### src/rtl/knight_rider_pkg.sv
// Shared types and constants for the Knight Rider LED scanner.
// Trail feature selected by KNIGHT_RIDER_TRAIL_EN (see knight_rider_ctrl).
package knight_rider_pkg;

   localparam int MAX_LEDS        = 10;
   localparam int POS_W           = 4;
   localparam int DEF_TICK_CYCLES = 2500000;

   typedef enum logic [1:0] {
      IDLE,
      SCAN_UP,
      SCAN_DOWN,
      PAUSE
   } kr_state_t;

   typedef logic [POS_W-1:0] pos_t;

   function automatic logic [MAX_LEDS-1:0] pos_onehot(input pos_t p);
      return MAX_LEDS'(1) << p;
   endfunction

endpackage

### src/rtl/knight_rider_if.sv
// Control/status bundle of the LED scanner; master drives commands, slave is the controller.
interface knight_rider_if
   import knight_rider_pkg::*;
#(
   parameter int NUM_LEDS = MAX_LEDS
);

   logic                start;
   logic                stop;
   logic [2:0]          speed;
   logic [NUM_LEDS-1:0] LEDR;
   logic                busy;
   logic                dir;
   logic [7:0]          sweep_count;

   modport master (
      output start, stop, speed,
      input  LEDR, busy, dir, sweep_count
   );

   modport slave (
      input  start, stop, speed,
      output LEDR, busy, dir, sweep_count
   );

endinterface

### src/rtl/kr_tick_gen.sv
// Step prescaler: one-cycle tick every TICK_CYCLES*(speed+1) clocks, restarting on clear or speed change.
module kr_tick_gen
   import knight_rider_pkg::*;
#(
   parameter int TICK_CYCLES = DEF_TICK_CYCLES
) (
   input  logic       clk,
   input  logic       rst,
   input  logic       clear,
   input  logic [2:0] speed,
   output logic       tick
);

   localparam int CNT_W = $clog2(TICK_CYCLES * 8);

   logic [CNT_W-1:0] cnt_q;
   logic [CNT_W-1:0] limit;
   logic [2:0]       speed_q;
   logic             restart;

   assign limit   = CNT_W'(TICK_CYCLES * (int'(speed) + 1) - 1);
   assign restart = clear || (speed != speed_q);
   assign tick    = !restart && (cnt_q == limit);

   // NOTE: sequential state uses non-blocking assignments so every register samples pre-edge values.
   always_ff @(posedge clk or posedge rst) begin
      if (rst) begin
         cnt_q   <= '0;
         speed_q <= '0;
      end else begin
         speed_q <= speed;
         if (restart || tick)
            cnt_q <= '0;
         else
            cnt_q <= cnt_q + CNT_W'(1);
      end
   end

endmodule

### src/rtl/knight_rider_ctrl.sv
// Knight Rider LED scanner: FSM bouncing a lit LED between the ends of LEDR.
// Define KNIGHT_RIDER_TRAIL_EN to also light the two previously visited positions.
module knight_rider_ctrl
   import knight_rider_pkg::*;
#(
   parameter int NUM_LEDS    = MAX_LEDS,
   parameter int TICK_CYCLES = DEF_TICK_CYCLES
) (
   input  logic           CLOCK_50,
   input  logic           reset,
   knight_rider_if.slave  bus
);

   if (NUM_LEDS < 3 || NUM_LEDS > MAX_LEDS) begin : g_bad_num_leds
      $error("knight_rider_ctrl: NUM_LEDS must be in 3..10");
   end

   kr_state_t           state_q, state_d;
   pos_t                pos_q, pos_d;
   logic                dir_q, dir_d;
   logic [7:0]          sweep_q, sweep_d;
   logic [NUM_LEDS-1:0] led_q, led_d;
   logic                busy_q, busy_d;
   logic                step;
   logic                home;
   logic                tick;
   logic                tick_clear;
   logic [NUM_LEDS-1:0] lit;

   // Prescaler runs only while actively scanning; every start begins a full period.
   assign tick_clear = bus.start || (state_q == IDLE) || (state_q == PAUSE);

   kr_tick_gen #(
      .TICK_CYCLES (TICK_CYCLES)
   ) u_tick_gen (
      .clk   (CLOCK_50),
      .rst   (reset),
      .clear (tick_clear),
      .speed (bus.speed),
      .tick  (tick)
   );

   // NOTE: every combinational output gets a default first, so no path can infer a latch.
   always_comb begin
      state_d = state_q;
      dir_d   = dir_q;
      sweep_d = sweep_q;
      step    = 1'b0;
      home    = 1'b0;

      case (state_q)
         IDLE: begin
            if (bus.start && !bus.stop) begin
               state_d = SCAN_UP;
               dir_d   = 1'b1;
               home    = 1'b1;
            end
         end
         SCAN_UP: begin
            if (bus.stop) begin
               state_d = PAUSE;
            end else if (tick) begin
               step = 1'b1;
               if (pos_q == pos_t'(NUM_LEDS - 2)) begin
                  state_d = SCAN_DOWN;
                  dir_d   = 1'b0;
               end
            end
         end
         SCAN_DOWN: begin
            if (bus.stop) begin
               state_d = PAUSE;
            end else if (tick) begin
               step = 1'b1;
               if (pos_q == pos_t'(1)) begin
                  state_d = SCAN_UP;
                  dir_d   = 1'b1;
                  sweep_d = sweep_q + 8'd1;
               end
            end
         end
         PAUSE: begin
            if (bus.stop) begin
               state_d = IDLE;
               dir_d   = 1'b1;
               home    = 1'b1;
            end else if (bus.start) begin
               state_d = dir_q ? SCAN_UP : SCAN_DOWN;
            end
         end
         default: begin
            state_d = IDLE;
            home    = 1'b1;
         end
      endcase

      pos_d = pos_q;
      if (home)
         pos_d = '0;
      else if (step)
         pos_d = dir_q ? pos_q + pos_t'(1) : pos_q - pos_t'(1);
   end

`ifdef KNIGHT_RIDER_TRAIL_EN
   pos_t prev1_q, prev1_d;
   pos_t prev2_q, prev2_d;

   always_comb begin
      prev1_d = prev1_q;
      prev2_d = prev2_q;
      if (home) begin
         prev1_d = '0;
         prev2_d = '0;
      end else if (step) begin
         prev1_d = pos_q;
         prev2_d = prev1_q;
      end
   end

   always_ff @(posedge CLOCK_50 or posedge reset) begin
      if (reset) begin
         prev1_q <= '0;
         prev2_q <= '0;
      end else begin
         prev1_q <= prev1_d;
         prev2_q <= prev2_d;
      end
   end

   always_comb begin
      lit = NUM_LEDS'(pos_onehot(pos_d)) | NUM_LEDS'(pos_onehot(prev1_d))
          | NUM_LEDS'(pos_onehot(prev2_d));
   end
`else
   always_comb begin
      lit = NUM_LEDS'(pos_onehot(pos_d));
   end
`endif

   // Outputs are computed from next-state values so they are plain registers.
   always_comb begin
      busy_d = (state_d != IDLE);
      led_d  = (state_d == IDLE) ? '0 : lit;
   end

   always_ff @(posedge CLOCK_50 or posedge reset) begin
      if (reset) begin
         state_q <= IDLE;
         pos_q   <= '0;
         dir_q   <= 1'b1;
         sweep_q <= '0;
         led_q   <= '0;
         busy_q  <= 1'b0;
      end else begin
         state_q <= state_d;
         pos_q   <= pos_d;
         dir_q   <= dir_d;
         sweep_q <= sweep_d;
         led_q   <= led_d;
         busy_q  <= busy_d;
      end
   end

   assign bus.LEDR        = led_q;
   assign bus.busy        = busy_q;
   assign bus.dir         = dir_q;
   assign bus.sweep_count = sweep_q;

endmodule

### src/flat_wrapper.sv
// flat-port wrapper written by rule: the top's interface ports become plain ports
module knight_rider_ctrl_flat import knight_rider_pkg::*;
#(
   parameter int NUM_LEDS    = MAX_LEDS,
   parameter int TICK_CYCLES = DEF_TICK_CYCLES
)
  (CLOCK_50, reset, bus_start, bus_stop, bus_speed, bus_LEDR, bus_busy, bus_dir, bus_sweep_count);
  knight_rider_if #(.NUM_LEDS(NUM_LEDS)) bus_i ();
  input  logic CLOCK_50;
  input  logic reset;
  input wire logic [$bits(bus_i.start)-1:0] bus_start;
  input wire logic [$bits(bus_i.stop)-1:0] bus_stop;
  input wire logic [$bits(bus_i.speed)-1:0] bus_speed;
  output wire logic [$bits(bus_i.LEDR)-1:0] bus_LEDR;
  output wire logic [$bits(bus_i.busy)-1:0] bus_busy;
  output wire logic [$bits(bus_i.dir)-1:0] bus_dir;
  output wire logic [$bits(bus_i.sweep_count)-1:0] bus_sweep_count;
  assign bus_i.start = bus_start;
  assign bus_i.stop = bus_stop;
  assign bus_i.speed = bus_speed;
  assign bus_LEDR = bus_i.LEDR;
  assign bus_busy = bus_i.busy;
  assign bus_dir = bus_i.dir;
  assign bus_sweep_count = bus_i.sweep_count;
  knight_rider_ctrl #(.NUM_LEDS(NUM_LEDS), .TICK_CYCLES(TICK_CYCLES)) u_core (.CLOCK_50(CLOCK_50), .reset(reset), .bus(bus_i));
endmodule
### config.mk
export PLATFORM = sky130hd
export DESIGN_NAME = knight_rider_ctrl_flat
export DESIGN_NICKNAME = d
export VERILOG_FILES = /design/src/rtl/knight_rider_pkg.sv /design/src/rtl/knight_rider_if.sv /design/src/rtl/kr_tick_gen.sv /design/src/rtl/knight_rider_ctrl.sv /design/src/flat_wrapper.sv
export SDC_FILE = /design/constraint.sdc
export NUM_CORES = 1
export LEC_CHECK = 0
export BUFFER_PORTS_ARGS = -buffer_cell sky130_fd_sc_hd__buf_2
export CORE_UTILIZATION = 47
export DETAILED_ROUTE_END_ITERATION = 8
export HOLD_SLACK_MARGIN = 0.03
export PLACE_DENSITY_LB_ADDON = 0.08
export SLEW_MARGIN = 20
export SYNTH_ARGS = -nofsm -noshare
export SYNTH_HDL_FRONTEND = slang
export SYNTH_SLANG_ARGS = --single-unit
### constraint.sdc
create_clock -name CLOCK_50 -period 2.7 [get_ports CLOCK_50]
set_clock_uncertainty 0.1 [all_clocks]
set_input_delay 0.405 -clock CLOCK_50 [delete_from_list [all_inputs] [get_ports CLOCK_50]]
set_output_delay 0.405 -clock CLOCK_50 [all_outputs]
set_load 0.05 [all_outputs]
==> impl_metrics.csv, run 1 <==
group,metric,value,unit
status,outcome,"finished with violations",
status,violations,"negative setup slack",
clock_tree,root_buffer,"clkbuf_8",
timing,worstMarginPinSlew,0.593,ns
yosys,synth_edf_count,0,
worst_setup_path,cp_top_family,"compound AO/OA/AOI/OAI gates",
pwr,total_power,3.28,mW
worst_setup_path,cpMaxStageDelayCell,"or4b_4",
routing,via_count,4046,
die,num_io_pins,27,
yosys,syn_area,4490,sq um
global_route,grt_pass1_wl,18700,um
pwr,peakVddDrop,0.398,mV
die,core,9240,sq um
routing,drt-wirelength-per-cell,15.3,um
worst_setup_path,worst-r2r-cell-count,13,
placement,routabilityCongestion,0.870,
clock_tree,cts_tree,"done",
layout,final_net_count,670,
die,dieHeight,99.7,um
yosys,syn_nets,546,
timing,setup_viol,51,
yosys,async_reset_ff_share,100,%
layout,drive_above_1_share,34.0,%
worst_setup_path,critPathBufInv,5,
yosys,ys_seq_area_share,30.1,%
routing,drc,0,
timing,grt_setup_unrepaired,"true",
timing,fin_setup_tns,-90.19,ns
worst_setup_path,crit_cells,21,
min_path,min_path_type,"primary input to async pin",
pwr,power.density,541,nW/um^2
layout,final-instance-count-excl-fill,759,
worst_setup_path,endpoint_kind,"register",
routing,vias_per_cell,5.33,
yosys,synth.ff_latch_count,54,
yosys,synth.largest_area_cell,"dfrtp_1",
timing,fin_hold_ws,0.0375,ns
clock_tree,cts_buffer_depth,2,
run,drv_cap,0,
routing,dr.pass1.iters,4,
yosys,avgSynthCellArea,8.90,sq um
placement,hpwl,8660,um
global_route,gr-total-overflow,0,
global_route,grt_usage,23.8,%
placement,dp_cells,738,
clock_tree,htreeDepth,2,
worst_setup_path,required,2.82,ns
clock_tree,clkLatencyLatePin,0.32,ns
routing,ant_nets,0,
yosys,postSynthCellCount,504,
timing,fin_crit,4.63,ns
yosys,synth_flop_cell,"dfrtp_1",
die,placementRows,35,
timing,hold_viol,0,
global_route,grt_antenna_before_repair,1,
timing,relSlewSlack,60.4,%
die,die_w,99.7,um
worst_setup_path,critPathMaxFanout,5,
routing,routed_wl,11600,um
clock_tree,cts.sinks,54,
yosys,synth.area.top_cells,"dfrtp_1 30%, xnor2_1 10%, ha_1 9.2%",
worst_setup_path,crit_type,"primary input to register",
layout,area_growth,35.2,%
yosys,yosys_warnings,0,
worst_setup_path,cpMostUsedCell,"ha_4",
timing,layout_setup_ws,-1.93,ns
worst_setup_path,worst_path_largest_cell_delay,0.55,ns
yosys,synth_cell_type_count,70,
timing,fin_crit_sh,171,%
timing,slew_violations,0,
clock_tree,numCtsBuffers,5,
pwr,leakage,2.75,nW
worst_setup_path,crit_chain,"buf_8 -> ha_4 -> xor2_4 -> ha_4 -> inv_2 -> fa_1 -> inv_2 -> ha_4 -> or2_4 -> o211a_1 -> a211oi_4 -> or4b_4 -> nor3_2 -> a211oi_2 -> a211oi_4 -> buf_12 -> o2111a_1 -> o211ai_2 -> a211oi_2 -> buf_4 -> nor3_1",
worst_setup_path,cp-start-kind,"primary input",
yosys,yosys.area.top_type_share,29.6,%
global_route,grt_max_degree,28,
placement,port_buffers,26,
clock_tree,clkTransAtPathRegs,0.11,ns
yosys,synth_most_common_cell,"nor2_1",
global_route,grt_pass1_vias,3965,
die,die_area,9940,sq um
timing,max_freq,0.216,GHz
die,start_util,48.6,%
yosys,ys_top_cells_by_count,"54 x nor2_1, 53 x dfrtp_1, 51 x xnor2_1",
routing,drt_iter0_drc,136,
worst_setup_path,critPathArrivalTime,4.75,ns
==> through the flow <==
stage,utilization (%),worst slack [ns],cell area (sq um)
final,65.6,-1.93,6070
after global placement,60.6,-2.19,5600
after floorplan,-,-2.07,4650
after detailed placement,60.6,-2.33,5600
after CTS,63.5,-1.88,5860
after global routing,65.6,-2.05,6060
==> layout make-up <==
class                           count  area [sq um]
Multi-Input combinational cell    400          3250
Fill cell                         787          3170
Sequential cell                    54          1350
Timing Repair Buffer              135          1050
Tap cell                          129           161
Inverter                           32           130
Clock buffer                        5          68.8
Clock inverter                      3          47.5
Antenna cell                        1          2.50
==> routing by layer <==
layer	vias up	global-route usage [%]	part of all wire [%]
li1	2008	-	-
met1	1949	33.0	49
met2	74	37.8	46
met3	15	4.78	3.6
met4	0	6.45	1.5
met5	-	0	0
==> flip-flops by register name (all words and copies together), names as in the netlist <==
signal                     cells
u_core.bus.LEDR               10
u_core.bus.busy                1
u_core.bus.sweep_count         8
u_core.pos_q                   4
u_core.bus.dir                 1
u_core.state_q                 2
u_core.u_tick_gen.cnt_q       25
u_core.u_tick_gen.speed_q      3
==> cell usage in the layout (no fill, tap or decap), types with 20 or more instances in the layout <==
| cell | Yosys | final |
|---|---|---|
| xnor2_1 | 51 | 47 |
| ha_1 | 33 | 29 |
| buf_2 | 4 | 24 |
| xor2_1 | 26 | 22 |
| nand2_1 | 36 | 33 |
| dfrtp_1 | 53 | 53 |
| nor2_1 | 54 | 49 |
| nand3_1 | 21 | 20 |
| buf_4 | 1 | 97 |
| inv_1 | 30 | 26 |
==> where the power goes <==
part	internal (mW)	total, mW	switching (mW)
logic	0.822	1.79	0.968
registers	0.864	0.920	0.0555
clock network	0.282	0.575	0.293
==> what timing repair did <==
item | in CTS | in global routing
hold buffers | 0 | 0
pin swaps | 6 | 12
cloned | 1 | 2
resized for setup | 23 | 28
endpoints found under the setup margin | 51 | 51
setup buffers | 7 | 2
==> worst paths after layout <==
check / end / slack (ns) / from
worst max-delay path: u_core.bus.LEDR[4] / -1.93 / bus_speed[0]
worst min-delay path: u_core.u_tick_gen.cnt_q[16] / 0.04 / reset
worst max register to register: u_core.bus.LEDR[4] / -0.68 / u_core.u_tick_gen.cnt_q[16]
worst min register to register: u_core.bus.sweep_count[7] / 0.38 / u_core.bus.sweep_count[7]
max in group asynchronous: u_core.pos_q[2] / 1.74 / reset
min in group CLOCK_50: u_core.u_tick_gen.speed_q[1] / 0.30 / bus_speed[1]
==> cell families (layout without fill, tap and decap cells) <==
family / count (synthesis) / after routing / share of synthesized area (%)
AOI/OAI and AO/OA: 75 / 75 / 13.8
other: 0 / 1 / 0
adders and majority gates: 35 / 35 / 10.1
buffers and inverters: 50 / 175 / 4.71
DFF: 54 / 54 / 30.1
and+or+nand+nor: 205 / 205 / 24.0
xor gates and xnor gates: 78 / 78 / 15.5
muxes: 7 / 7 / 1.73
Power figures use the tool's default switching activity.
==> run 2, diff against run 1 <==
Settings changed: HOLD_SLACK_MARGIN 0.03 to 0.15.
==> run 2 against run 1 <==
Compared with the run above:
- the run still ends with negative setup slack left
- sequential share of layout area barely moved
- sequential power barely moved
- power barely moved
- first-iteration DRC count fell by 11%
- critical path type unchanged
- setup slack got worse by 0.00095 ns
- non-clock buffer count rose by 1
==> impl_metrics.csv, run 2 (synthesis results as in run 1) <==
group,metric,value,unit
status,outcome,"finished with violations",
status,violations,"negative setup slack",
pwr,peakVddDrop,0.398,mV
timing,layout_setup_ws,-1.93,ns
worst_setup_path,worst_path_largest_cell_delay,0.55,ns
placement,dp_cells,738,
timing,max_freq,0.216,GHz
layout,mostFrequentLayoutCells,"97 x buf_4, 53 x dfrtp_1, 49 x nor2_1",
layout,final_net_count,671,
worst_setup_path,cpMostUsedCell,"ha_4",
global_route,grt_max_degree,28,
timing,fin_hold_ws,0.302,ns
timing,fin_crit,4.63,ns
timing,worstMarginPinSlew,0.591,ns
placement,hpwl,8660,um
timing,relSlewSlack,60.5,%
layout,regMostFlops,"u_core.u_tick_gen.cnt_q",
die,num_io_pins,27,
placement,port_buffers,26,
clock_tree,numCtsBuffers,5,
timing,slew_violations,0,
die,dieHeight,99.7,um
worst_setup_path,critPathArrivalTime,4.75,ns
clock_tree,root_buffer,"clkbuf_8",
min_path,hold_depth,2,
worst_setup_path,worst-r2r-cell-count,13,
layout,final_common_cell,"buf_4",
clock_tree,cts.sinks,54,
placement,placed_area,5600,sq um
timing,setup_viol,51,
routing,vias_per_cell,5.34,
min_path,min_path_type,"primary input to register",
die,die_area,9940,sq um
run,drv_cap,0,
global_route,grt_usage,23.8,%
routing,drc,0,
clock_tree,htreeDepth,2,
global_route,gr-total-overflow,0,
timing,fin_crit_sh,171,%
worst_setup_path,cp-start-kind,"primary input",
clock_tree,cts_tree,"done",
global_route,grt_pass1_vias,3965,
pwr,leakage,2.75,nW
routing,drt_iter0_drc,121,
worst_setup_path,crit_chain,"buf_8 -> ha_4 -> xor2_4 -> ha_4 -> inv_2 -> fa_1 -> inv_2 -> ha_4 -> or2_4 -> o211a_1 -> a211oi_4 -> or4b_4 -> nor3_2 -> a211oi_2 -> a211oi_4 -> buf_12 -> o2111a_1 -> o211ai_2 -> a211oi_2 -> buf_4 -> nor3_1",
worst_setup_path,critPathMaxFanout,5,
routing,ant_nets,0,
layout,drive_above_1_share,34.0,%
layout,largest_reg_flops,25,
routing,dr.pass1.iters,4,
worst_setup_path,cpMaxStageDelayCell,"or4b_4",
timing,hold_viol,0,
worst_setup_path,endpoint_kind,"register",
layout,final-instance-count-excl-fill,760,
global_route,grt_antenna_before_repair,1,
routing,drt-wirelength-per-cell,15.3,um
layout,fillerInstances,786,
clock_tree,clkLatencyLatePin,0.32,ns
worst_setup_path,crit_type,"primary input to register",
clock_tree,cts_buffer_depth,2,
routing,via_count,4056,
global_route,grt_pass1_wl,18700,um
pwr,power.density,540,nW/um^2
worst_setup_path,required,2.82,ns
die,placementRows,35,
die,start_util,48.6,%
layout,finalInstanceArea,6080,sq um
die,core,9240,sq um
timing,grt_setup_unrepaired,"true",
placement,routabilityCongestion,0.870,
routing,routed_wl,11600,um
clock_tree,clkTransAtPathRegs,0.11,ns
die,die_w,99.7,um
layout,area_growth,35.4,%
timing,fin_setup_tns,-90.28,ns
==> run 2: routing by layer <==
metal	part of all wire [%]	routed length [um]	global-route usage, %	vias up
met4	1.5	177	6.45	0
met5	0	0	0	-
li1	-	-	-	2009
met2	46	5390	37.8	79
met1	49	5670	33.0	1953
met3	3.3	381	4.78	15
==> run 2: worst paths after layout <==
check	start	slack (ns)	endpoint
max	bus_speed[0]	-1.93	u_core.bus.LEDR[4]
min	bus_speed[1]	0.30	u_core.u_tick_gen.speed_q[1]
max reg2reg	u_core.u_tick_gen.cnt_q[16]	-0.69	u_core.bus.LEDR[4]
min reg2reg	u_core.bus.sweep_count[7]	0.37	u_core.bus.sweep_count[7]
max in group asynchronous	reset	1.19	u_core.pos_q[2]
min in group asynchronous	reset	0.59	u_core.u_tick_gen.cnt_q[16]
==> run 2: repair_timing <==
action	CTS	global route
hold endpoints to repair	24	0
hold buffers	1	0
endpoints found under the setup margin	51	51
pin swaps	6	12
gates cloned	1	2
resized for setup	23	28
buffers inserted	7	2
==> run 2: worst max-delay path: cells and delay by family <==
kind            cells  cell delay [ns]
xor+xnor            1             0.17
compound gates      7             1.40
simple gates        4             1.09
buf+inv             5             0.56
fa+ha+maj           4             1.13
==> run 2: final cells by class <==
| cell class | count | area, sq um | area share [%] |
|---|---|---|---|
| Multi-Input combinational cell | 400 | 3250 | 53.5 |
| Clock inverter | 3 | 47.5 | 0.783 |
| Inverter | 32 | 130 | 2.14 |
| Clock buffer | 5 | 68.8 | 1.13 |
| Sequential cell | 54 | 1350 | 22.3 |
| Tap cell | 129 | 161 | 2.66 |
| Timing Repair Buffer | 136 | 1060 | 17.5 |
| Antenna cell | 1 | 2.50 | 0.0412 |
==> run 2: per-stage QoR <==
step                utilization [%]  power (mW)  setup slack [ns]
finish                         65.8        3.28             -1.93
global route                   65.7        3.50             -2.05
CTS                            63.6        3.22             -1.88
detailed placement             60.6        2.55             -2.33
global placement               60.6        2.52             -2.19
floorplan                         -        2.05             -2.07
==> run 2: report_power, final <==
group	switching, mW	internal (mW)
Combinational	0.969	0.823
Sequential	0.0555	0.864
Clock	0.291	0.282
Total	1.32	1.97
==> run 3, diff against run 2 <==
Settings changed: CORE_MARGIN set to 2.
Clock period 2.7 ns to 4.77 ns, I/O delays scaled along.
==> run 3 against run 2 <==
Compared with the run above:
- the run still ends with negative setup slack left
- critical path type unchanged
- setup slack better by 1.8 ns
- cell count is 4.5% lower
- count of clock-buffer cells in the layout stayed put
- die area is 4.1% higher
- hold slack better by 0.076 ns
- via count is 4.8% lower
- global-route usage is 2.1 points lower
- combinational power is 45% lower
- non-clock buffer count is 33 lower
==> impl_metrics.csv, run 3 (synthesis results as in run 1) <==
group,metric,value,unit
status,outcome,"finished with violations",
status,violations,"negative setup slack",
clock_tree,clkTransAtPathRegs,0.12,ns
worst_setup_path,crit_chain,"buf_8 -> ha_4 -> xor2_4 -> ha_4 -> inv_2 -> fa_1 -> inv_2 -> ha_4 -> or2_4 -> o211a_1 -> a211oi_4 -> or4b_4 -> nor3_2 -> a211oi_2 -> a211oi_4 -> buf_6 -> o2111a_1 -> o211ai_2 -> a211oi_4 -> buf_6 -> nor3_2",
clock_tree,cts_buffer_depth,2,
timing,fin_crit_sh,103,%
layout,final_net_count,638,
routing,ant_nets,0,
routing,drt-wirelength-per-cell,15.1,um
layout,mostFrequentLayoutCells,"64 x buf_4, 53 x dfrtp_1, 52 x nor2_1",
routing,vias_per_cell,5.32,
die,start_util,48.6,%
routing,routed_wl,10900,um
min_path,min_path_type,"primary input to async pin",
worst_setup_path,cpMaxStageDelayCell,"or4b_4",
pwr,seq_power_share,29.4,%
die,core,9240,sq um
global_route,grt_max_degree,55,
worst_setup_path,critPathMaxFanout,6,
die,die_area,10300,sq um
worst_setup_path,critPathBufInv,5,
die,die_w,102,um
routing,drc,0,
worst_setup_path,crit_type,"primary input to register",
layout,final-instance-count-excl-fill,726,
layout,regMostFlops,"u_core.u_tick_gen.cnt_q",
clock_tree,cts_tree,"done",
worst_setup_path,cp-start-kind,"primary input",
pwr,intPower,1.03,mW
routing,drt_iter0_drc,191,
timing,fin_crit,4.93,ns
layout,largest_reg_flops,25,
worst_setup_path,endpoint_kind,"register",
global_route,grt_antenna_before_repair,0,
layout,drive_above_1_share,30.0,%
timing,hold_viol,0,
global_route,grt_pass1_wl,17700,um
placement,post-place-ws,-0.611,ns
timing,max_freq,0.203,GHz
placement,dp_cells,703,
clock_tree,root_buffer,"clkbuf_8",
clock_tree,numCtsBuffers,5,
pwr,peakVddDrop,0.191,mV
worst_setup_path,required,4.88,ns
worst_setup_path,cp_top_family,"compound AO/OA/AOI/OAI gates",
die,num_io_pins,27,
global_route,grt_usage,21.7,%
pwr,total_power,1.79,mW
timing,layout_setup_ws,-0.156,ns
routing,dr.pass1.iters,4,
placement,routabilityCongestion,0.857,
pwr,swShare,42.6,%
die,dieHeight,102,um
placement,placed_area,5320,sq um
timing,fin_hold_ws,0.378,ns
timing,relSlewSlack,57.2,%
placement,port_buffers,26,
pwr,leakage,2.56,nW
layout,finalInstanceArea,5780,sq um
timing,worstMarginPinSlew,0.642,ns
placement,hpwl,8210,um
layout,area_growth,28.9,%
global_route,grt_pass1_vias,3689,
layout,diodes,0,
clock_tree,clkLatencyLatePin,0.32,ns
pwr,p_comb_share,54.8,%
timing,setup_viol,19,
die,placementRows,35,
worst_setup_path,worst_path_largest_cell_delay,0.55,ns
pwr,power.density,310,nW/um^2
pwr,p_clk_share,15.8,%
timing,grt_setup_unrepaired,"true",
routing,via_count,3863,
pwr,switching_power,0.764,mW
worst_setup_path,critPathArrivalTime,5.04,ns
run,drv_cap,0,
timing,slew_violations,0,
layout,final_common_cell,"buf_4",
clock_tree,htreeDepth,2,
clock_tree,cts.sinks,54,
global_route,gr-total-overflow,0,
-- run 3: changes by cell type in the layout (fill, tap and decap cells not counted), sizes merged --
cell and change:
clkinv +1, clkbuf -1, diode -1, dlygate4sd3 -1
buf -31, bufinv -1
-- run 3: metal layers --
metal / part of all wire, % / global-route usage (%)
met4: 0.71 / 3.85
met1: 50 / 32.5
met3: 3.3 / 2.28
met2: 46 / 34.5
met5: 0 / 0
-- run 3: repair_timing --
action | in CTS | in global routing
pin swaps | 6 | 8
setup buffers | 10 | 3
gates resized for setup | 27 | 28
hold buffers | 0 | 0
cloned | 1 | 1
setup endpoints to repair | 45 | 47
-- run 3: final timing paths --
kind / from / to / slack, ns / cells past startpoint
max in group asynchronous: reset / u_core.u_tick_gen.cnt_q[24] / 3.76 / 2
worst max register to register: u_core.u_tick_gen.cnt_q[0] / u_core.bus.LEDR[2] / 1.48 / 12
worst min-delay path: reset / u_core.u_tick_gen.cnt_q[18] / 0.38 / 2
min in group CLOCK_50: u_core.bus.sweep_count[7] / u_core.bus.sweep_count[7] / 0.38 / 1
worst min register to register: u_core.bus.sweep_count[7] / u_core.bus.sweep_count[7] / 0.38 / 1
worst max-delay path: bus_speed[1] / u_core.bus.LEDR[2] / -0.16 / 21
-- run 3: power by group through the flow --
stage | sequential [mW] | combinational, mW | clock (mW)
4_1_cts | 0.526 | 0.922 | 0.289
6_report | 0.526 | 0.983 | 0.283
5_1_grt | 0.532 | 1.06 | 0.310
2_1_floorplan | 0.564 | 0.599 | 0
3_5_place_dp | 0.534 | 0.857 | 0
3_3_place_gp | 0.532 | 0.846 | 0
-- run 3: cell type report --
cell class              count  area, sq um
inverters                  32          133
repair buffers            103          800
well taps                 129          161
multi-input cells         400         3240
flip-flops and latches     54         1350
clock inverters             3         28.8
clock buffers               5         68.8
fillers                   788         3460
-- run 3: per-stage QoR --
stage	setup TNS, ns	util [%]
5_1_grt	-5.41	62.6
4_1_cts	-0.976	60.7
3_5_place_dp	-20.21	57.6
3_3_place_gp	-14.91	57.6
2_1_floorplan	-7.09	-
6_report	-1.86	62.6
